`src/rtl/activation_pipe_multi.sv`:
```
// activation_pipe_multi: sequences a vector of signed sums through a 3-stage sigmoid/ReLU activation pipeline
// Ports: clk, rst (async, active-high); in_valid/in_ready accept a vector of CHANNELS sums (sum_vec) and biases (bias_vec);
// out_valid/out_ready deliver one activation (out_data) per channel with its index (out_ch) and out_last on the final channel.
// Optional macro ACTFN_RELU_MODE_EN adds input mode (captured with the vector): 1 = clamped ReLU, 0 = sigmoid approximation.
module activation_pipe_multi #(
  parameter int SUM_W     = 62,
  parameter int BIAS_W    = 6,
  parameter int ACT_W     = 16,
  parameter int FRAC_BITS = 8,
  parameter int CHANNELS  = 4,
  localparam int CW       = CHANNELS > 1 ? $clog2(CHANNELS) : 1
) (
  input  logic                       clk,
  input  logic                       rst,
  input  logic                       in_valid,
  output logic                       in_ready,
  input  logic [CHANNELS*SUM_W-1:0]  sum_vec,
  input  logic [CHANNELS*BIAS_W-1:0] bias_vec,
`ifdef ACTFN_RELU_MODE_EN
  input  logic                       mode,
`endif
  output logic                       out_valid,
  input  logic                       out_ready,
  output logic [ACT_W-1:0]           out_data,
  output logic [CW-1:0]              out_ch,
  output logic                       out_last
);
  localparam int XW  = SUM_W + 1;
  localparam int OPW = FRAC_BITS + 2;
  localparam int PW  = 2 * OPW;
  localparam logic signed [XW-1:0] TWO = XW'(64'd1 << (FRAC_BITS + 1));
  localparam logic [PW-1:0] ONE = PW'(64'd1 << FRAC_BITS);
  typedef enum logic {IDLE, ISSUE} state_t;
  state_t                     state;
  logic [CW-1:0]              idx;
  logic [CHANNELS*SUM_W-1:0]  sum_r;
  logic [CHANNELS*BIAS_W-1:0] bias_r;
  logic                       mode_r;
  logic stall, inject, last_idx;
  logic signed [SUM_W-1:0]  s_sel;
  logic signed [BIAS_W-1:0] b_sel;
  logic signed [XW-1:0]     x;
  logic [1:0]               cls;
  logic [OPW-1:0]           op;
  logic [ACT_W-1:0]         rl;
  logic            v1, last1, m1;
  logic [1:0]      cls1;
  logic [OPW-1:0]  op1;
  logic [CW-1:0]   ch1;
  logic [ACT_W-1:0] rl1;
  logic            v2, last2, m2;
  logic [1:0]      cls2;
  logic [PW-1:0]   sq2;
  logic [CW-1:0]   ch2;
  logic [ACT_W-1:0] rl2;
  logic [PW-1:0]   sh, res;
  logic [ACT_W-1:0] sig;
  // a held output freezes the whole pipe, including the sequencer and acceptance
  assign stall    = out_valid && !out_ready;
  assign in_ready = state == IDLE && !stall;
  assign inject   = state == ISSUE && !stall;
  assign last_idx = idx == CW'(CHANNELS - 1);
  assign s_sel = sum_r[idx*SUM_W +: SUM_W];
  assign b_sel = bias_r[idx*BIAS_W +: BIAS_W];
  assign x     = XW'(s_sel) + XW'(b_sel);
  // cls: 0 -> zero, 1 -> rising square, 2 -> ONE minus square, 3 -> ONE
  assign cls = x < -TWO ? 2'd0 : x[XW-1] ? 2'd1 : x > TWO ? 2'd3 : 2'd2;
  // only meaningful for cls 1/2, where the operand lies in [0, 2*ONE]
  assign op  = x[XW-1] ? OPW'(x + TWO) : OPW'(TWO - x);
  assign rl  = x[XW-1] ? '0 : |(x >> ACT_W) ? '1 : ACT_W'(x);
  assign sh  = sq2 >> (FRAC_BITS + 3);
  assign res = cls2 == 2'd0 ? '0 : cls2 == 2'd1 ? sh : cls2 == 2'd2 ? (sh > ONE ? '0 : ONE - sh) : ONE;
  assign sig = |(res >> ACT_W) ? '1 : ACT_W'(res);
`ifdef ACTFN_RELU_MODE_EN
  always_ff @(posedge clk or posedge rst)
    if (rst) mode_r <= 1'b0;
    else if (in_valid && in_ready) mode_r <= mode;
`else
  assign mode_r = 1'b0;
`endif
  always_ff @(posedge clk or posedge rst)
    if (rst) begin
      state <= IDLE; idx <= '0; sum_r <= '0; bias_r <= '0;
      v1 <= 1'b0; cls1 <= '0; op1 <= '0; ch1 <= '0; last1 <= 1'b0; rl1 <= '0; m1 <= 1'b0;
      v2 <= 1'b0; cls2 <= '0; sq2 <= '0; ch2 <= '0; last2 <= 1'b0; rl2 <= '0; m2 <= 1'b0;
      out_valid <= 1'b0; out_data <= '0; out_ch <= '0; out_last <= 1'b0;
    end else begin
      if (in_valid && in_ready) begin
        state <= ISSUE; idx <= '0; sum_r <= sum_vec; bias_r <= bias_vec;
      end else if (inject) begin
        idx <= last_idx ? '0 : idx + 1'b1;
        if (last_idx) state <= IDLE;
      end
      if (!stall) begin
        v1 <= inject; cls1 <= cls; op1 <= op; ch1 <= idx; last1 <= last_idx; rl1 <= rl; m1 <= mode_r;
        v2 <= v1; cls2 <= cls1; sq2 <= PW'(op1) * PW'(op1); ch2 <= ch1; last2 <= last1; rl2 <= rl1; m2 <= m1;
        out_valid <= v2; out_data <= m2 ? rl2 : sig; out_ch <= ch2; out_last <= last2;
      end
    end
endmodule

```
`config.mk`:
```
export PLATFORM = sky130hd
export DESIGN_NAME = activation_pipe_multi
export DESIGN_NICKNAME = d
export VERILOG_FILES = /design/src/rtl/activation_pipe_multi.sv
export SDC_FILE = /design/constraint.sdc
export NUM_CORES = 1
export LEC_CHECK = 0
export CAP_MARGIN = 20
export CORE_ASPECT_RATIO = 1.25
export CORE_UTILIZATION = 60
export DETAILED_ROUTE_END_ITERATION = 10
export DONT_BUFFER_PORTS = 1
export HOLD_SLACK_MARGIN = 0.15
export PLACE_DENSITY = 0.87
export SLEW_MARGIN = 20
export SYNTH_ARGS = -nofsm -noshare
export SYNTH_HDL_FRONTEND = slang
export SYNTH_SLANG_ARGS = --single-unit
```
`constraint.sdc`:
```
create_clock -name clk -period 13.5 [get_ports clk]
set_clock_uncertainty 0.2 [all_clocks]
set_input_delay 1.35 -clock clk [delete_from_list [all_inputs] [get_ports clk]]
set_output_delay 1.35 -clock clk [all_outputs]
set_load 0.03 [all_outputs]
```
# ---- Yosys cells after proc, flatten, opt, wreduce, memory -nomap -nowiden
# Index checks and enable logic that the tools add are counted.
dict set report classes {
  n_addsub 5
  n_mul 3
  order_cmp 3
  n_eq_ne 3
  shifts 2
  n_mux 15
  bitwise 1
  reduce_logical 11
}
# op n
set op_table {}
lappend op_table {{248-bit by 9-bit variable part select with 62-bit output} 1}
lappend op_table {{20-bit two-way mux} 4}
lappend op_table {{62-bit by 6-bit adder with 63-bit output} 1}
lappend op_table {{63-bit by 11-bit > comparator with 1-bit output, second input constant} 1}
lappend op_table {{63-bit by 10-bit < comparator with 1-bit output, second input constant} 1}
lappend op_table {{24-bit by 6-bit variable part select with 6-bit output} 1}
lappend op_table {{10-bit by 10-bit multiplier with 20-bit output} 1}
lappend op_table {{16-bit two-way mux} 1}
lappend op_table {{10-bit adder, second input constant} 1}
lappend op_table {{10-bit two-way mux} 1}
lappend op_table {{2-bit two-way mux} 5}
lappend op_table {{10-bit subtractor, first input constant} 1}
lappend op_table {{9-bit by 9-bit subtractor with 10-bit output, first input constant} 1}
lappend op_table {{9-bit > comparator, second input constant} 1}
lappend op_table {{2-bit by 5-bit multiplier with 7-bit output, second input constant} 1}
lappend op_table {{2-bit equality test, second input constant} 2}
lappend op_table {{1-bit logical AND} 4}
lappend op_table {{2-bit by 2-bit multiplier with 4-bit output, second input constant} 1}
lappend op_table {{1-bit two-way mux} 4}
lappend op_table {{2-bit nonzero test} 2}
lappend op_table {{4-bit OR reduction} 1}
lappend op_table {{2-bit by 1-bit adder with 2-bit output, second input constant} 1}
lappend op_table {{2-bit by 1-bit equality test with 1-bit output, second input constant} 1}
lappend op_table {{1-bit logical NOT} 2}
lappend op_table {{other kinds (3)} 3}
dict set report totals {
  regBits 337
}

# ---- Depth between registers and ports, before layout
dict set report logic_depth {
  word_depth 7
  mapped_depth 25
  mapped_depth_nobuf 24
}

# ---- Least setup slack after synthesis
# OpenSTA, ideal clock, no wires.
dict set report synth_path {
  path_kind {flip-flop to flip-flop}
  from {reg idx[0]}
  to {reg cls1[0]}
  setup_ns 0.088
  arrival_time_ns 6.491
  setup_slack_ns 6.720
  path_stages_with_launch 22
  path_buffers 2
  synth_period_minus_slack_ns 6.780
  cell_sequence {dfrtp_1 > clkbuf_1 > clkbuf_1 > mux4_2 > ha_1 > a21o_1 > a21o_1 > a221oi_4 > nand2_2 > o311a_4 > a41o_4 > o311ai_4 > nor2_1 > nor2_2 > o32ai_1 > or4_1 > or4_1 > or4_1 > ha_1 > nor2_1 > a21oi_1 > a41oi_1}
}
dict set report synth_via {
  elab_chain_len 7
  elab_cells_between_ends 10
}
# item line
set synth_lines {}
lappend synth_lines {{start: declaration} 35} ;# logic [CW-1:0] idx;
lappend synth_lines {{start signal: assignment} 91} ;# idx <= last_idx ? '0 : idx + 1'b1;
lappend synth_lines {{2-bit by 5-bit multiplier with 7-bit output / 2-bit by 2-bit multiplier with 4-bit output (equally long branches)} {63, 64}}
lappend synth_lines {{248-bit by 9-bit variable part select with 62-bit output / 24-bit by 6-bit variable part select with 6-bit output (equally long branches)} {63, 64}}
lappend synth_lines {{62-bit by 6-bit adder with 63-bit output *} 65} ;# assign x = XW'(s_sel) + XW'(b_sel);
lappend synth_lines {{63-bit by 11-bit > comparator with 1-bit output} 67} ;# assign cls = x < -TWO ? 2'd0 : x[XW-1] ? 2'd1 : x > TWO ? 2'd3 : 2'd2;
lappend synth_lines {{1-bit two-way mux} 67}
lappend synth_lines {{2-bit two-way mux} 67}
lappend synth_lines {{2-bit two-way mux *} 67}
lappend synth_lines {{end signal: assignment} 95} ;# v1 <= inject; cls1 <= cls; op1 <= op; ch1 <= idx; last1 <= last_idx; rl1 <= rl; m1 <= mode_r;
lappend synth_lines {{end: declaration} 47} ;# logic [1:0] cls1;
# Mark *: on every way between the ends. The rest lies on a longest branch, timed or not.
# A chain may end at the register's enable or synchronous reset.

# ---- Worst setup path after layout
# Ends and elaborated chain as after synthesis.

==> metrics.yaml <==
floorplan:
  pin_count: 297
  die_x_um: 167
  dieArea_sq_mm: 0.0347
  die_h_um: 208
  core_sq_mm: 0.0335
  start_util_pct: 60.9
  rows: 75
setup_path:
  cp_data_required_time_ns: 13.75
  crit_type: "reg2reg"
  r2r_slack_ns: 5.87
  ff2ff_path_depth: 19
  startpoint_type: "register"
  max_stage_delay_ns: 0.86
  worstPathCellList: "mux4_2 -> buf_4 -> ha_1 -> a21o_1 -> o41ai_1 -> o21ai_1 -> o31ai_1 -> o21ai_1 -> a41o_1 -> a221oi_1 -> o21a_1 -> o21ai_1 -> a221oi_1 -> xor2_1 -> or4_1 -> ha_1 -> nor2_1 -> a21oi_1 -> a41oi_1"
  cp_common_cell: "o21ai_1"
  critical_path.slowest_cell: "dfrtp_4"
  cp.arrival_ns: 7.87
  crit_fanout: 57
  cp-end-kind: "register"
layout:
  fillCellCount: 2426
  nNetsFinal: 2187
  syn_to_final_growth_pct: 6.61
  drive_above_1_share_pct: 23.8
global_routing:
  grt_usage_pct: 28.3
  grt_max_degree: 94
  grt_overflow_total: 0
  antenna_found_initial: 17
  grt_pass1_wl_mm: 77.8
  grt_pass1_vias: 15014
sta:
  fin_crit_sh_pct: 56.5
  finalSetupTns_ns: 0
  finalMaxSlewViolations: 0
  hold_violations: 0
  period_needed_ns: 7.63
  hold_ws_ns: 0.266
  rsz0062_at_grt: "no"
  worst_pin_slew_ns: 1.15
  max_clock_freq_ghz: 0.131
  relSlewSlack_pct: 23.1
  finalSetupViolCount: 0
clock_network:
  cts_setup_buffers: 0
  htreeDepth: 2
  clk_pin_slew_worst_paths_ns: 0.06
  cts_tree: "done"
  clock_sinks: 320
  clk_latency_ns: 0.53
  hold_buffers: 0
  numCtsBuffers: 34
  cts_root_buf: "clkbuf_16"
  cts.path.max_buffers: 3
  ctsResizeCount: 0
synthesis:
  synth_top_area_cell: "dfrtp_1"
  syn_area_sq_mm: 0.0204
  yosysMostFrequentCell: "dfrtp_1"
  synth_warnings: 0
  ys_seq_elements: 320
  async_flop_share_pct: 100
  yosys.cell_types.count: 75
  synth_edf_count: 0
  synth.net_count: 2248
  post_synth.cell_area_avg_sq_um: 11.2
  ys.flop_type: "dfrtp_1"
  synth_top_area_share_pct: 39.3
  synth.area.top_cells: "dfrtp_1, mux2_2, mux4_2"
  ys_top_cells_by_count: "dfrtp_1, mux2_2, nand2_1, ha_1, a21oi_1"
  netlist_instances: 1815
  seq_area_frac_synth_pct: 39.3
place:
  gp_congestion: 0.919
  numPortBuffers: 0
  dp_hpwl_mm: 35.6
drt:
  viasPerCell: 6.47
  drc: 0
  vias: 14353
  antenna_left: 0
  wire_per_inst_um: 21.9
  drtPass1Iterations: 5
  wl_mm: 48.6
  drt_iter0_drc: 979
run:
  cap_violations: 0
run_status:
  outcome: "completed"
min_path:
  hold_path_class: "reg2reg"
  hold-path-cell-count: 2
cell usage in the layout (no fill, tap or decap), types with 6 or more instances in the layout:
cell	count
clkbuf_8	6
or4_1	9
and2_1	36
a31oi_1	6
nand2_1	157
nand3_1	23
o21a_1	7
o21ai_0	57
mux2_2	273
clkbuf_16	35
nor3_1	17
nand4_1	25
or3_1	12
nand2b_1	15
o211ai_1	6
xor2_1	29
dfrtp_1	317
nor2_1	87
nor2b_1	12
fa_1	46
a21oi_1	103
a21o_1	23
buf_4	9
xnor2_1	51
nor4_1	6
o21ai_1	16
mux4_2	68
o21bai_1	13
diode_2	19
inv_1	78
ha_1	111
clkbuf_1	8
metrics by stage:
stage	util [%]	cells	area [sq um]	worst slack (ns)
CTS	64.7	2199	21700	6.09
finish	64.9	2218	21700	5.87
detailed placement	61.5	2141	20600	6.20
floorplan	-	1815	20400	3.09
global placement	61.5	2141	20600	6.39
global route	64.9	2217	21700	5.49
layer usage:
metal  track usage, %  routed length [um]  share of wire [%]
met1             32.1               18000                 37
met2             51.0               25800                 53
met3             4.62                2370                4.9
met4             14.7                2420                5.0
met5                0                   0                  0
flip-flops by register name (all words and copies together), names as in the netlist:
signal,flops
v2,1
out_ch,2
ch1,2
v1,1
ch2,2
state,1
op1,10
out_valid,1
last1,1
out_data,10
cls1,2
cls2,2
idx,2
sum_r,248
out_last,1
last2,1
bias_r,24
sq2,9
worst paths after layout:
path / startpoint / endpoint
setup / recovery: idx[0] / cls1[0]
hold / removal: last2 / last2
setup reg to reg: idx[0] / cls1[0]
hold reg to reg: last2 / last2
max in group asynchronous: rst / idx[1]
min in group asynchronous: rst / sum_r[146]
kinds of logic after synthesis:
family                   Yosys count  share of synthesized area [%]
AO/OA/AOI/OAI                    300                           9.56
XOR/XNOR                          80                           3.44
adder cells (fa/ha/maj)          157                           11.3
buffers and inverters            188                           3.58
flip-flops                       320                           39.3
multiplexers                     347                           22.9
AND/OR/NAND/NOR                  423                           9.93
final cells by class:
cell class	instances	area (sq um)	area share (%)
diodes	19	47.5	0.219
clock buffers	49	988	4.55
repair buffers	12	101	0.466
clock inverters	9	87.6	0.403
well taps	423	529	2.44
multi-input cells	1307	11700	53.6
inverters	79	304	1.40
flip-flops and latches	320	8020	36.9
worst max-delay path: cells and delay by family, from the launching register on:
family / cells / cell delay [ns]
AO/OA/AOI/OAI: 12 / 3.83
flip-flops: 1 / 0.86
adder cells (fa/ha/maj): 2 / 0.76
AND/OR/NAND/NOR: 2 / 0.66
multiplexers: 1 / 0.60
buffers and inverters: 1 / 0.36
XOR/XNOR: 1 / 0.20
Power is left out: the tool's default activity adds up to more than one toggle a clock period on the data nets, which glitch-free logic cannot reach.
